===== config.mk =====
export PLATFORM = sky130hd
export DESIGN_NAME = multi_dispense_scheduler
export DESIGN_NICKNAME = d
export VERILOG_FILES = /design/src/rtl/multi_dispense_scheduler.sv
export SDC_FILE = /design/constraint.sdc
export NUM_CORES = 1
export LEC_CHECK = 0
export ABC_AREA = 0
export ABC_CLOCK_PERIOD_IN_PS = 5600
export BUFFER_PORTS_ARGS = -buffer_cell sky130_fd_sc_hd__buf_2
export CORE_MARGIN = 8
export CORE_UTILIZATION = 55
export CTS_CLUSTER_DIAMETER = 120
export DETAILED_ROUTE_END_ITERATION = 6
export PLACE_DENSITY = 0.78
export SLEW_MARGIN = 5
export SYNTH_ARGS = -nofsm -noshare
export SYNTH_HDL_FRONTEND = slang
export SYNTH_SLANG_ARGS = --single-unit
export TNS_END_PERCENT = 5

===== constraint.sdc =====
create_clock -name CLOCK_50 -period 5.6 [get_ports CLOCK_50]
set_input_delay 1.12 -clock CLOCK_50 [delete_from_list [all_inputs] [get_ports CLOCK_50]]
set_output_delay 1.12 -clock CLOCK_50 [all_outputs]
set_load 0.05 [all_outputs]

===== src/rtl/multi_dispense_scheduler.sv =====
// Multi-channel pill dispense scheduler.
// Turns slot and override pulses into per-channel pending-dose counts and fires
// one motor at a time, round-robin, with a fixed pulse length and a fixed gap
// between pulses. Raises a sticky alarm on each dose and flags lost requests.
//
// Handshake: there is no valid/ready flow control here. Every input is a
// one-cycle pulse that is consumed on the clock edge that samples it. A request
// that arrives while its channel already holds MAX_PEND doses is not applied;
// instead dropped[c] is raised and stays high until reset.
module multi_dispense_scheduler #(
  parameter int NUM_CH       = 4,
  parameter int NUM_SLOTS    = 3,
  parameter int MAX_PEND     = 3,
  parameter int PULSE_CYCLES = 25,
  parameter int GAP_CYCLES   = 5
) (
  input  logic                          CLOCK_50,
  input  logic                          reset,
  input  logic [NUM_SLOTS-1:0]          slot_p,
  input  logic [NUM_CH*NUM_SLOTS-1:0]   slot_mask,
  input  logic [NUM_CH-1:0]             override_p,
  input  logic                          ack_p,
  output logic [NUM_CH-1:0]             motor,
  output logic                          busy,
  output logic                          alarm,
  output logic [NUM_CH-1:0]             dropped,
  output logic [1:0]                    fsm_state_o
);

  localparam int CW   = $clog2(MAX_PEND + 1);
  localparam int PW   = (NUM_CH > 1) ? $clog2(NUM_CH) : 1;
  localparam int TMAX = (PULSE_CYCLES > GAP_CYCLES) ? PULSE_CYCLES : GAP_CYCLES;
  localparam int TW   = $clog2(TMAX + 1);

  typedef enum logic [1:0] {
    S_IDLE = 2'd0,
    S_FIRE = 2'd1,
    S_GAP  = 2'd2
  } state_t;

  state_t              state_q;
  logic [TW-1:0]       tmr_q;
  logic [PW-1:0]       rr_q;
  logic [NUM_CH-1:0]   motor_q;
  logic                busy_q;
  logic                alarm_q;

  logic [CW-1:0]       pend_q [NUM_CH];
  logic [CW-1:0]       pend_d [NUM_CH];
  logic [NUM_CH-1:0]   dropped_q;
  logic [NUM_CH-1:0]   dropped_d;

  logic [NUM_CH-1:0]   req;
  logic                grant_vld;
  logic [PW-1:0]       grant_idx;
  logic [PW-1:0]       srch_idx;
  logic [NUM_CH-1:0]   grant_oh;
  logic [PW-1:0]       rr_next;

  // Merge slot pulses (through the channel's mask) and manual overrides into
  // one request bit per channel; coincident requests count once.
  always_comb begin
    req = '0;
    for (int c = 0; c < NUM_CH; c++) begin
      req[c] = override_p[c];
      for (int s = 0; s < NUM_SLOTS; s++) begin
        if (slot_p[s] && slot_mask[c*NUM_SLOTS+s]) begin
          req[c] = 1'b1;
        end
      end
    end
  end

  // Round-robin search from rr_q upward for the first channel with a pending
  // dose; only acted on while the FSM is idle.
  always_comb begin
    grant_vld = 1'b0;
    grant_idx = '0;
    srch_idx  = '0;
    for (int i = 0; i < NUM_CH; i++) begin
      srch_idx = PW'((32'(rr_q) + i) % NUM_CH);
      if (!grant_vld && (pend_q[srch_idx] != '0)) begin
        grant_vld = (state_q == S_IDLE);
        grant_idx = srch_idx;
      end
    end
    grant_oh = '0;
    grant_oh[grant_idx] = 1'b1;
    rr_next = (grant_idx == PW'(NUM_CH - 1)) ? '0 : grant_idx + PW'(1);
  end

  // Pending counters: increment on request, decrement on grant, saturate at
  // MAX_PEND and record the lost request in the sticky dropped flag.
  always_comb begin
    for (int c = 0; c < NUM_CH; c++) begin
      pend_d[c]    = pend_q[c];
      dropped_d[c] = dropped_q[c];
      if (req[c] && !(grant_vld && (grant_idx == PW'(c)))) begin
        if (pend_q[c] == CW'(MAX_PEND)) begin
          dropped_d[c] = 1'b1;
        end else begin
          pend_d[c] = pend_q[c] + CW'(1);
        end
      end else if (!req[c] && grant_vld && (grant_idx == PW'(c))) begin
        pend_d[c] = pend_q[c] - CW'(1);
      end
    end
  end

  // Register pending counters and drop flags.
  always_ff @(posedge CLOCK_50) begin
    if (reset) begin
      for (int c = 0; c < NUM_CH; c++) begin
        pend_q[c] <= '0;
      end
      dropped_q <= '0;
    end else begin
      for (int c = 0; c < NUM_CH; c++) begin
        pend_q[c] <= pend_d[c];
      end
      dropped_q <= dropped_d;
    end
  end

  // Actuation FSM: IDLE arbitrates, FIRE holds one motor for PULSE_CYCLES,
  // GAP keeps all motors off for GAP_CYCLES; alarm set on grant beats ack.
  always_ff @(posedge CLOCK_50) begin
    if (reset) begin
      state_q <= S_IDLE;
      tmr_q   <= '0;
      rr_q    <= '0;
      motor_q <= '0;
      busy_q  <= 1'b0;
      alarm_q <= 1'b0;
    end else begin
      if (grant_vld) begin
        alarm_q <= 1'b1;
      end else if (ack_p) begin
        alarm_q <= 1'b0;
      end
      case (state_q)
        S_IDLE: begin
          if (grant_vld) begin
            state_q <= S_FIRE;
            tmr_q   <= '0;
            motor_q <= grant_oh;
            busy_q  <= 1'b1;
            rr_q    <= rr_next;
          end
        end
        S_FIRE: begin
          if (tmr_q == TW'(PULSE_CYCLES - 1)) begin
            state_q <= S_GAP;
            tmr_q   <= '0;
            motor_q <= '0;
          end else begin
            tmr_q <= tmr_q + TW'(1);
          end
        end
        S_GAP: begin
          if (tmr_q == TW'(GAP_CYCLES - 1)) begin
            state_q <= S_IDLE;
            tmr_q   <= '0;
            busy_q  <= 1'b0;
          end else begin
            tmr_q <= tmr_q + TW'(1);
          end
        end
        default: begin
          state_q <= S_IDLE;
          tmr_q   <= '0;
          motor_q <= '0;
          busy_q  <= 1'b0;
        end
      endcase
    end
  end

  assign motor       = motor_q;
  assign busy        = busy_q;
  assign alarm       = alarm_q;
  assign dropped     = dropped_q;
  assign fsm_state_o = state_q;

endmodule


# Yosys cells after proc, flatten, opt, wreduce, memory -nomap -nowiden
# Memory sizes are Yosys's and may differ from the RTL's. A register that Yosys moved wholly into a read port is not among the register bits.
# Cells that the tools add are included.
# classes
n_eq_ne	14
magnitude_cmp	2
n_addsub	13
n_mux	60
n_bitwise	6
reduce_logical	58
# op_table
cell	count
two-way mux 2 bit	26
logical AND 1 bit	32
two-way mux 1 bit	24
two-way mux 5 bit	3
case mux 5 bit (3 select lines)	1
equality test 2 bit, second input constant	7
adder 2 x 1 -> 2 bit, second input constant	6
case mux 4 bit (3 select lines)	1
zero test 1 bit	11
AND reduction 2 bit	5
nonzero test 2 bit	5
AND reduction 3 bit	3
two-way mux 4 bit	2
subtractor 2 x 1 -> 2 bit, second input constant	4
inequality test 2 bit, second input constant	3
case mux 2 bit (3 select lines)	1
adder 5 x 1 -> 5 bit, second input constant	1
equality test 5 x 3 -> 1 bit, second input constant	1
equality test 5 bit, second input constant	1
adder 2 bit, second input constant	2
equality test 2 x 1 -> 1 bit, second input constant	2
zero test 2 bit	2
bitwise OR 1 bit	4
< comparator 2 x 3 -> 1 bit, second input constant	1
other kinds (4)	5
# word_totals
wordCells	164
ram_bits	8
mem_count	1
out_inout_bits	12
reg_bits	19
# memory_table
name	words	width	read_ports	rd_clocked_by_memory_dff	wr	line	rtl
pend_q	4	2	8	1	4	48	logic [CW-1:0] pend_q [NUM_CH];

# Depth between registers and ports, before layout
# Gate-level depths: netlist of the first run.
# depth
depth_word	17
ltp_mapped	12

# Worst setup path before layout of the first run
# OpenSTA, ideal clock, no wires.
# synth_timing
kind	register -> register
start	mem pend_q[2][0] (netlist name)
end	mem pend_q[0][1] (netlist name)
required_time_ns	5.497
synth_period_minus_slack_ns	2.963
path_slack_ns	2.637
stages_incl_launch_ff	12
path_buffers	1
arrival_time_ns	2.859
cell_sequence	dfxtp_1 buf_6 or2_4 mux4_2 o31a_1 or3_1 a21oi_1 ha_1 and2_1 nand4_1 o21a_1 a2111oi_2
# synth_lines
element	line
start: declaration	48

==> results of run 1 <==
==> cell usage in the layout, fill, tap and decap left out, drive strengths merged, types with 2 or more instances in the layout <==
| master | n |
|---|---|
| nand3 | 6 |
| o31a | 2 |
| o211ai | 12 |
| clkbuf | 7 |
| a21oi | 29 |
| nor3b | 2 |
| nor2 | 16 |
| nand2 | 17 |
| a21boi | 4 |
| mux4 | 6 |
| o31ai | 3 |
| a211oi | 5 |
| and2 | 6 |
| nand4 | 2 |
| ha | 9 |
| o211a | 2 |
| a2111oi | 4 |
| nand4b | 5 |
| nor4 | 3 |
| a22oi | 3 |
| o2111ai | 6 |
| or3 | 3 |
| or2 | 7 |
| o311ai | 3 |
| inv | 17 |
| buf | 33 |
| o21ai | 9 |
| nor2b | 6 |
| mux2 | 6 |
| nor3 | 3 |
| o32ai | 7 |
| nand2b | 7 |
| dfxtp | 29 |
==> cell usage after synthesis (7+ instances only) <==
library cell,count,share of area [%]
a21oi_1,29,6.6
dfxtp_1,29,27
inv_1,17,2.9
nand2_1,17,2.9
nor2_1,16,2.7
o211ai_1,11,3.8
ha_1,9,5.1
clkbuf_1,7,1.2
nand2b_1,7,2.0
o32ai_1,7,2.8
==> per-layer routing <==
metal / vias up / share of wire (%)
met5: - / 0
met4: 0 / 1.8
met3: 11 / 8.8
met2: 95 / 46
met1: 1012 / 43
li1: 1046 / -
==> logic make-up after synthesis <==
logic type	share of synthesized area (%)
and+or+nand+nor	22.0
AOI/OAI and AO/OA	30.8
buffers and inverters	6.29
adders and majority gates	5.15
muxes	9.26
DFF	26.5
==> sequential cells by signal (all words and copies together) (netlist names), named ones only <==
register and count:
tmr_q 5, dropped 4, alarm 1, pend_q 8
rr_q 2, fsm_state_o 2, motor 4, busy 1
==> layout make-up <==
cell class | instances | share of cell area [%]
multi-input cells | 201 | 60.5
inverters | 17 | 2.63
well taps | 50 | 2.58
repair buffers | 33 | 6.80
clock buffers | 7 | 3.55
flip-flops and latches | 29 | 23.9
==> through the flow <==
| step | util, % | hold WS (ns) | setup slack [ns] | std cells | cell area [µm²] |
|---|---|---|---|---|---|
| final | 62.1 | 0.441 | 2.28 | 337 | 2430 |
| after global routing | 62.1 | 0.466 | 1.96 | 337 | 2430 |
| after CTS | 62.1 | 0.445 | 2.30 | 337 | 2430 |
| after detailed placement | 59.8 | 0.435 | 2.28 | 330 | 2340 |
| after global placement | 59.8 | 0.432 | 2.44 | 330 | 2340 |
| after floorplan | - | 0.456 | 2.64 | 261 | 2190 |
==> power groups by stage <==
| stage | logic (W) | registers, W | clock network (W) |
|---|---|---|---|
| 2_1_floorplan | 0.000889 | 0.000435 | 0 |
| 3_3_place_gp | 0.00114 | 0.000376 | 0 |
| 3_5_place_dp | 0.00117 | 0.000379 | 0 |
| 4_1_cts | 0.00118 | 0.000374 | 0.000183 |
| 5_1_grt | 0.00131 | 0.000392 | 0.000193 |
| 6_report | 0.00120 | 0.000377 | 0.000182 |
==> path summary, 6_finish.rpt <==
| check | cells past startpoint | slack (ns) | end |
|---|---|---|---|
| hold / removal | 2 | 0.44 | dropped[2] |
| hold reg to reg | 2 | 0.44 | dropped[2] |
| setup reg to reg | 9 | 2.28 | pend_q[1][1] |
| setup / recovery | 9 | 2.28 | pend_q[1][1] |
==> worst min-delay path, delay by kind of cell, from the launching register on <==
family	cells	cell delay (ns)
buffers and inverters	1	0.04
AOI/OAI and AO/OA	1	0.05
DFF	1	0.31
==> results.md, run 1 <==
* RSZ-0062 raised after global routing: no
* Sequential group share of total power at approximately 22%
* Ys Warns at 0
* Number of port buffers at 33
* Crit end category: flip-flop
* Total Die Area at around 6300 µm²
* FF-to-FF Start: rr_q[0]
* H-tree depth at 2
* Pre-antenna DRT Iters at 4
* Postcts setup bufs at 0
* HP Start: dropped[2]
* Avg Vias per Cell at between 6 and 7
* TritonCTS buffer count at 5
* I/O pin count at 34
* Worst-margin pin slew at 0.894 ns
* Hold Path Class: reg -> reg
* Placer's final routability congestion estimate at 0.996
* Worst Setup SP: rr_q[0]
* Row cnt at 23
* Net count, final at about 320
* Final WL at 5.61 mm
* Reg area at between 500 and 600 µm²
* GRT Residual Overflow at 0
* Clock Path Buffers at 2
* CTS root buf: clkbuf_8
* Drt wl/cell at 16.6 µm
* Path type of the worst setup path: reg -> reg
* Clk network pwr share at 10.4%
* Status: complete, no violations
* Grt met1 use at 21.3%
* Area of the multi-input gates at 1470 µm²
* Period utilization at 59.2%
* Met2 Use GR at roughly 30%
* Syn_area_per_cell at 8.38 µm²
* VDD IR max at between 400 and 500 µV
* Core box area at 3910 µm²
* CP bufs+invs at 0
* Sw frac at a little over half
* Die Y at 79.1 µm
* Critical-path cell list: mux4_2 -> o31a_1 -> or3_1 -> a21oi_1 -> ha_1 -> nand2_1 -> nor2_1 -> a21oi_1 -> a2111oi_1
* Crit-path leading delay family: compound AO/OA/AOI/OAI gates
* Final setup violation count at 0
* Most common cell type on the critical path: a21oi_1
* Mapped cell area at 2190 µm²
* CTS tree: done
* Clock Skew at 0.0107 ns
* Slowest stage delay, CP at 0.73 ns
* Filler cells at 374
* Crit path max fanout at 20
* Required time of the critical path at 5.77 ns
* Met3 GRT Util at 5.98%
* Cts hold-fix bufs at 0
* # resized after CTS at 0
* Cell variety after synth at 51
* Initial Util at 55.9%
* GRT Overall Usage at between 15 and 20%
* EDFF count, synth at 0
* Most Crowded Layer GR: met2
* Logic pwr share at 68.2%
* Clock Sinks at 29
* Worst-Skew Late Latency at 0.29 ns
* Final hold vios at 0
* Synth Instances at 261
* Initial antenna violation count at 0
* Fmax at 0.301 GHz
* Crit path time final at 3.32 ns
* Ys flop type: dfxtp_1
* CP Launch Type: flip-flop
* Vias in the first global route at 2034
* Total power draw at 0.00175 W
* Slowest CP cell: dfxtp_1
* Static leakage at 0.907 nW
* HPWL Detailed at 3.98 mm
* Max transition margin at roughly two fifths
* Sw power at 0.000915 W
* Critical path arrival at 3.49 ns
* Max Cap Viol at 0
* Internal power at 0.000839 W
* Syn_nets at 292
* Pwr dens at 722 nW/µm²
* Share of cells above drive strength 1 at 21.3%
* Post-synth ARST share at 0%
* # DRC at 0
* Die width at 79.1 µm
* First-pass GRT wire length at 9.38 mm
* First DRT Iteration DRCs at 230
* Largest net degree at the start of global routing at 30
* Reg clk slew, reported paths at roughly 0.060 ns
* Layout area overhead at 11.0%
* Final setup TNS at 0 ns
* Post-synthesis register bit count at 29
* Via Count at around 2200
* Post-DRT Antenna Nets at 0
* Post-synthesis sequential area ratio at 26.5%
* Pins Over Slew Limit at 0
* ANT cells at 0
No activity file was read; power rests on OpenSTA's default activity.
==> inputs of run 2 (changes only) <==
- ABC_AREA: 0 -> 1
- ABC_CLOCK_PERIOD_IN_PS: 5600 -> 3300
- PLACE_DENSITY: 0.78 -> 0.79
- clock period: 5.6 -> 3.3 ns (I/O delays scaled with it)
==> results.md, run 2 <==
* H-tree depth at 2 (unchanged)
* Period utilization at 76.6% (+17 points)
* Placer's final routability congestion estimate at 0.854 (-14%)
* Clock Sinks at 29 (unchanged)
* Filler cells at 315 (-16%)
* Syn_area_per_cell at 6.70 µm² (-20%)
* Post-synth ARST share at 0% (unchanged)
* Via Count at 1855 (-14%)
* Final WL at 4.21 mm (-25%)
* ANT cells at 0 (unchanged)
* Layout area overhead at 15.1%
* CTS root buf: clkbuf_4
* Pins Over Slew Limit at 0 (unchanged)
* Sw frac at 54.6% (+2.4 points)
* First DRT Iteration DRCs at 104 (-55%)
* Slowest CP cell: dfxtp_1
* Placed Cells at 360 (+9.1%)
* Top-area cell type share of the netlist area at 30.6% (+4.1 points)
* Core box area at 3340 µm² (-15%)
* VDD IR max at 610 µV (+51%)
* Internal power at 0.00122 W (+45%)
* Commonest non-fill, non-tap cell in the layout: nand2_1
* GRT Residual Overflow at 0 (unchanged)
* Largest area contributor in the netlist: dfxtp_1
* Post-synthesis sequential area ratio at 30.6% (+4.1 points)
* R2R depth at 20 (+11)
* Critical path arrival at 2.76 ns (-0.73 ns)
* Largest Register: pend_q
* Top cells by count, synth: nand2_1, inv_1, nand3_1
* Cell variety after synth at 31 (-39%)
* Worst-Skew Late Latency at 0.33 ns (+0.04 ns)
* Required time of the critical path at 3.53 ns (-2.24 ns)
* RSZ-0062 raised after global routing: no
* CP Launch Type: flip-flop
* Hold Path End: busy
* Drt wl/cell at 11.5 µm (-31%)
* Die Y at 74.7 µm (-5.5%)
* Clock Path Buffers at 2 (unchanged)
* Ys Warns at 0 (unchanged)
* Clock Skew at 0.00764 ns (-0.00309 ns)
* Max FFs per register at 8 (unchanged)
* Share of cells above drive strength 1 at 23.1% (+1.8 points)
* First-pass GRT wire length at 7.14 mm (-24%)
* Max transition margin at 55.4% (+15 points)
* HP Start: busy
* Final hold vios at 0 (unchanged)
* CTS tree: done
* Vias in the first global route at 1694 (-17%)
* Sequential group share of total power at 20.8% (-0.7 points)
* Crit path time final at 2.53 ns (-0.789 ns)
* Logic pwr share at 68.7% (+0.5 points)
* R2R setup slack at 0.77 ns (-1.51 ns)
* Crit end category: flip-flop
* Mapped cell area at 1900 µm² (-13%)
* Total Die Area at 5580 µm² (-11%)
* Number of port buffers at 33 (unchanged)
* Max Cap Viol at 0 (unchanged)
* Fin cells at 367 (+8.9%)
* Avg Vias per Cell at 5.05 (-21%)
* Most common cell type on the critical path: nand2_1
* Post-DRT Antenna Nets at 0 (unchanged)
* Die width at 74.7 µm (-5.5%)
* # DRC at 0 (unchanged)
* EDFF count, synth at 0 (unchanged)
* Initial Util at 56.8% (+0.93 points)
* FF-to-FF Start: pend_q[2][0]
* Static leakage at 1.15 nW (+27%)
* Syn_nets at 314 (+7.5%)
* HPWL Detailed at 3.34 mm (-16%)
* Fmax at 0.396 GHz (+31%)
* Largest net degree at the start of global routing at 16 (-47%)
* Cts hold-fix bufs at 0 (unchanged)
* # resized after CTS at 0 (unchanged)
* Leading post-synthesis cells by cell area: dfxtp_1, nand2_1, inv_1
* Critical-path cell list: nor2_1 -> inv_1 -> nand3_1 -> nand2_1 -> nor2_1 -> nand3b_1 -> o21ai_0 -> nand2_1 -> nand2_1 -> nand2_1 -> inv_1 -> ha_1 -> nand2_1 -> inv_1 -> nand2_2 -> inv_2 -> nand2_1 -> nand3_1 -> nand2_1 -> nor2_1
* Row cnt at 21 (-8.7%)
* Area of the multi-input gates at 1120 µm² (-24%)
* Sw power at 0.00146 W (+60%)
* Top-count cell post-synth: nand2_1
* Status: complete, no violations
* Hold path cells at 2 (unchanged)
* Pwr dens at 1230 nW/µm² (+70%)
* FF-to-FF End: pend_q[3][0]
* Path type of the worst setup path: reg -> reg
* Ys flop type: dfxtp_1
* Commonest non-fill, non-tap cells in the layout: nand2_1, inv_1, buf_2
* Worst-margin pin slew at 0.669 ns (-0.225 ns)
* TritonCTS buffer count at 5 (unchanged)
* Final setup TNS at 0 ns (unchanged)
* I/O pin count at 34 (unchanged)
* Crit. path cell count at 20 (+11)
* Reg clk slew, reported paths at 0.09 ns (+0.03 ns)
* Initial antenna violation count at 0 (unchanged)
* Slowest stage delay, CP at 0.35 ns (-0.38 ns)
* Crit-path leading delay family: simple AND/OR/NAND/NOR gates
* Final setup violation count at 0 (unchanged)
* Reg area at 581 µm² (unchanged)
* Postcts setup bufs at 0 (unchanged)
* Largest regs: pend_q (8), tmr_q (5)
* Clk network pwr share at 10.5% (about the same)
* GRT Overall Usage at 16.2% (-2.0 points)
* Hold Path Class: reg -> reg
* Pre-antenna DRT Iters at 4 (unchanged)
* CP bufs+invs at 4 (+4)
* Net count, final at 352 (+11%)
* Synth Instances at 283 (+8.4%)
* Crit path max fanout at 4 (-80%)
* Post-synthesis register bit count at 29 (unchanged)
run 2: kinds of logic (layout without fill, tap and decap cells):
logic type               Yosys count  count (layout)  share of synthesized area, %
AND/OR/NAND/NOR                  149             149                          37.8
buffers and inverters             51              89                          10.4
AO/OA/AOI/OAI                     42              42                          13.9
flip-flops                        29              29                          30.6
adder cells (fa/ha/maj)            9               9                          5.94
XOR/XNOR                           3               3                          1.39
run 2: area by class of cell:
cell class / instances / area share (%)
clock inverter: 2 / 1.60
timing repair buffer: 34 / 7.91
multi-input combinational: 203 / 51.2
tap: 46 / 2.64
inverter: 48 / 8.31
clock buffer: 5 / 1.72
sequential: 29 / 26.6
run 2: how the worst max path moves through the flow:
stage	start	endpoint	slack (ns)
global placement	pend_q[2][0]	pend_q[3][0]	0.84
floorplan	fsm_state_o[0]	pend_q[1][1]	0.77
global route	pend_q[2][0]	pend_q[3][1]	0.50
finish	pend_q[2][0]	pend_q[3][0]	0.77
detailed placement	rr_q[0]	pend_q[3][1]	0.82
CTS	pend_q[2][0]	pend_q[3][0]	0.80
run 2: per-layer routing:
layer,vias up,GRT usage [%],share of wire [%]
met2,46,27.9,46
met3,10,4.93,9.0
met4,0,5.22,1.4
met1,821,18.7,43
li1,978,-,-
met5,-,0,0
run 2: power by group through the flow:
stage / Clock (W) / Combinational, W / Sequential, W
2_1_floorplan: 0 / 0.00139 / 0.000665
3_3_place_gp: 0 / 0.00180 / 0.000560
3_5_place_dp: 0 / 0.00183 / 0.000563
4_1_cts: 0.000287 / 0.00184 / 0.000555
5_1_grt: 0.000301 / 0.00208 / 0.000574
6_report: 0.000281 / 0.00184 / 0.000556
run 2: worst min-delay path, stage by stage, from the launching register on:
cell,delay (ns)
dfxtp_1,0.32
nand2_1,0.06
a21oi_1,0.05
run 2: metrics by stage:
step                      utilization [%]  hold WS, ns  cell area (µm²)  worst slack, ns  power (W)
final                                65.4        0.462             2180            0.772    0.00268
after detailed placement             63.3        0.453             2110            0.822    0.00239
after global placement               63.3        0.442             2110            0.836    0.00236
after floorplan                         -        0.465             1900            0.771    0.00205
after global routing                 65.4        0.484             2180            0.496    0.00296
after CTS                            65.4        0.469             2180            0.796    0.00268
==> inputs of run 3 (changes only) <==
- ABC_AREA: 1 -> 0
- ABC_CLOCK_PERIOD_IN_PS: 3300 -> 2600
- PLACE_DENSITY: 0.79 -> 0.78
- clock period: 3.3 -> 2.6 ns (I/O delays scaled with it)
==> results.md, run 3 (synthesis gave the netlist of run 1 again) <==
* Status: finished with violations
* Failing checks: setup timing
* CP Launch Type: flip-flop
* Pre-antenna DRT Iters at 5 (+1)
* Core box area at 3910 µm² (+17%)
* Critical path arrival at 3.07 ns (+0.31 ns)
* Layout area overhead at 42.3%
* Path type of the worst setup path: reg -> reg
* Critical-path cell list: or2_4 -> mux4_2 -> o31a_1 -> or3_4 -> a21oi_4 -> ha_4 -> and2_4 -> nand4_1 -> buf_4 -> nor4b_4 -> a2111oi_2
* # DRC at 0 (unchanged)
* Initial antenna violation count at 0 (unchanged)
* Post-place setup slack at -0.381 ns (-1.20 ns)
* Max FFs per register at 8 (unchanged)
* Crit path time final at 2.91 ns (+0.380 ns)
* Reg clk slew, reported paths at 0.07 ns (-0.02 ns)
* Drt wl/cell at 18.3 µm (+59%)
* H-tree depth at 2 (unchanged)
* First-pass GRT wire length at 11.3 mm (+58%)
* Post-DRT Antenna Nets at 0 (unchanged)
* Slowest stage delay, CP at 0.47 ns (+0.12 ns)
* CTS tree: done
* Commonest non-fill, non-tap cell in the layout: buf_4
* CTS root buf: clkbuf_8
* Number of port buffers at 33 (unchanged)
* Clock Skew at 0.00976 ns (+0.00211 ns)
* RSZ-0062 raised after global routing: yes
* Fin cells at 398 (+8.4%)
* Final setup violation count at 16 (+16)
* Worst-Skew Late Latency at 0.29 ns (-0.04 ns)
* Hold Path Class: reg -> reg
* Die width at 79.1 µm (+5.8%)
* Crit path max fanout at 4 (unchanged)
* Share of cells above drive strength 1 at 45.1% (+22 points)
* Worst-margin pin slew at 0.659 ns (-0.00934 ns)
* Die Y at 79.1 µm (+5.8%)
* ANT cells at 0 (unchanged)
* Fin util at 79.6% (+14 points)
* Period utilization at 112% (+35 points)
* Initial Util at 55.9% (-0.93 points)
* Crit end category: flip-flop
* Final hold vios at 0 (unchanged)
* Max Cap Viol at 0 (unchanged)
* Hold Slack at 0.444 ns (-0.0182 ns)
* GRT Overall Usage at 22.5% (+6.3 points)
* Cts hold-fix bufs at 0 (unchanged)
* Placed Cells at 379 (+5.3%)
* Via Count at 2553 (+38%)
* Commonest non-fill, non-tap cells in the layout: buf_4, buf_2, a21oi_1
* HPWL Detailed at 4.65 mm (+39%)
* Largest regs: pend_q (8), tmr_q (5)
* Max transition margin at 56.0% (+0.62 points)
* Largest net degree at the start of global routing at 29 (+13)
* First DRT Iteration DRCs at 280 (+170%)
* Clock Path Buffers at 2 (unchanged)
* Pins Over Slew Limit at 0 (unchanged)
* Net count, final at 378 (+7.4%)
* Row cnt at 23 (+9.5%)
* Placer's final routability congestion estimate at 0.960 (+12%)
* Avg Vias per Cell at 6.41 (+27%)
* Worst Slack Setup Final at -0.308 ns (-1.08 ns)
* Fmax at 0.344 GHz (-13%)
* Final WL at 7.26 mm (+72%)
* Vias in the first global route at 2498 (+47%)
* TritonCTS buffer count at 5 (unchanged)
* Largest Register: pend_q
* Total Die Area at 6250 µm² (+12%)
* Clock Sinks at 29 (unchanged)
* Required time of the critical path at 2.77 ns (-0.76 ns)
* I/O pin count at 34 (unchanged)
* Slowest CP cell: mux4_2
* GRT Residual Overflow at 0 (unchanged)
-- run 3: cell types whose count changed in the layout (fill, tap and decap cells not counted), sizes merged, moves of 11 or more --
| cell | delta |
|---|---|
| buf | +59 |
| inv | -30 |
| nand2 | -73 |
| nand3 | -25 |
| o211ai | +11 |
-- run 3: per-layer routing --
| layer | vias up | wire length (µm) | part of all wire (%) | track usage, % |
|---|---|---|---|---|
| met3 | 31 | 731 | 10 | 6.43 |
| met5 | - | 0 | 0 | 0 |
| met4 | 0 | 228 | 3.1 | 9.07 |
| met1 | 1195 | 2830 | 39 | 25.9 |
| met2 | 153 | 3480 | 48 | 38.2 |
| li1 | 1174 | - | - | - |
-- run 3: what timing repair did --
action / CTS / global route
setup endpoints to repair: 16 / 18
pin swaps: 20 / 12
buffers inserted: 8 / 3
resized for setup: 21 / 22
-- run 3: final timing paths --
check,start,to,slack (ns),cells past startpoint
setup / recovery,pend_q[2][1],pend_q[0][1],-0.31,11
hold / removal,dropped[2],dropped[2],0.44,2
setup reg to reg,pend_q[2][1],pend_q[0][1],-0.31,11
hold reg to reg,dropped[2],dropped[2],0.44,2
-- run 3: final cells by class --
cell class                      instances  area [µm²]
Multi-Input combinational cell        201        1640
Fill cell                             247         800
Timing Repair Buffer                   93         643
Sequential cell                        29         587
Clock buffer                            7        86.3
Inverter                               17        63.8
Tap cell                               50        62.6
Clock inverter                          1        30.0
-- run 3: worst max-delay path, delay by kind of cell, from the launching register on --
family                   cells  cell delay (ns)
AND/OR/NAND/NOR              5             1.09
AO/OA/AOI/OAI                3             0.56
multiplexers                 1             0.47
flip-flops                   1             0.33
buffers and inverters        1             0.18
adder cells (fa/ha/maj)      1             0.15
-- run 3: metrics by stage --
stage                     area, µm²  setup TNS [ns]
after global placement         2730           -1.57
after global routing           3110           -4.48
after detailed placement       2730           -2.81
after floorplan                2200           -1.31
after CTS                      2990           -2.71
final                          3110           -3.26
Power of run 3 is left out: the tool's default activity adds up to more than one toggle a clock period on the data nets, which glitch-free logic cannot reach.
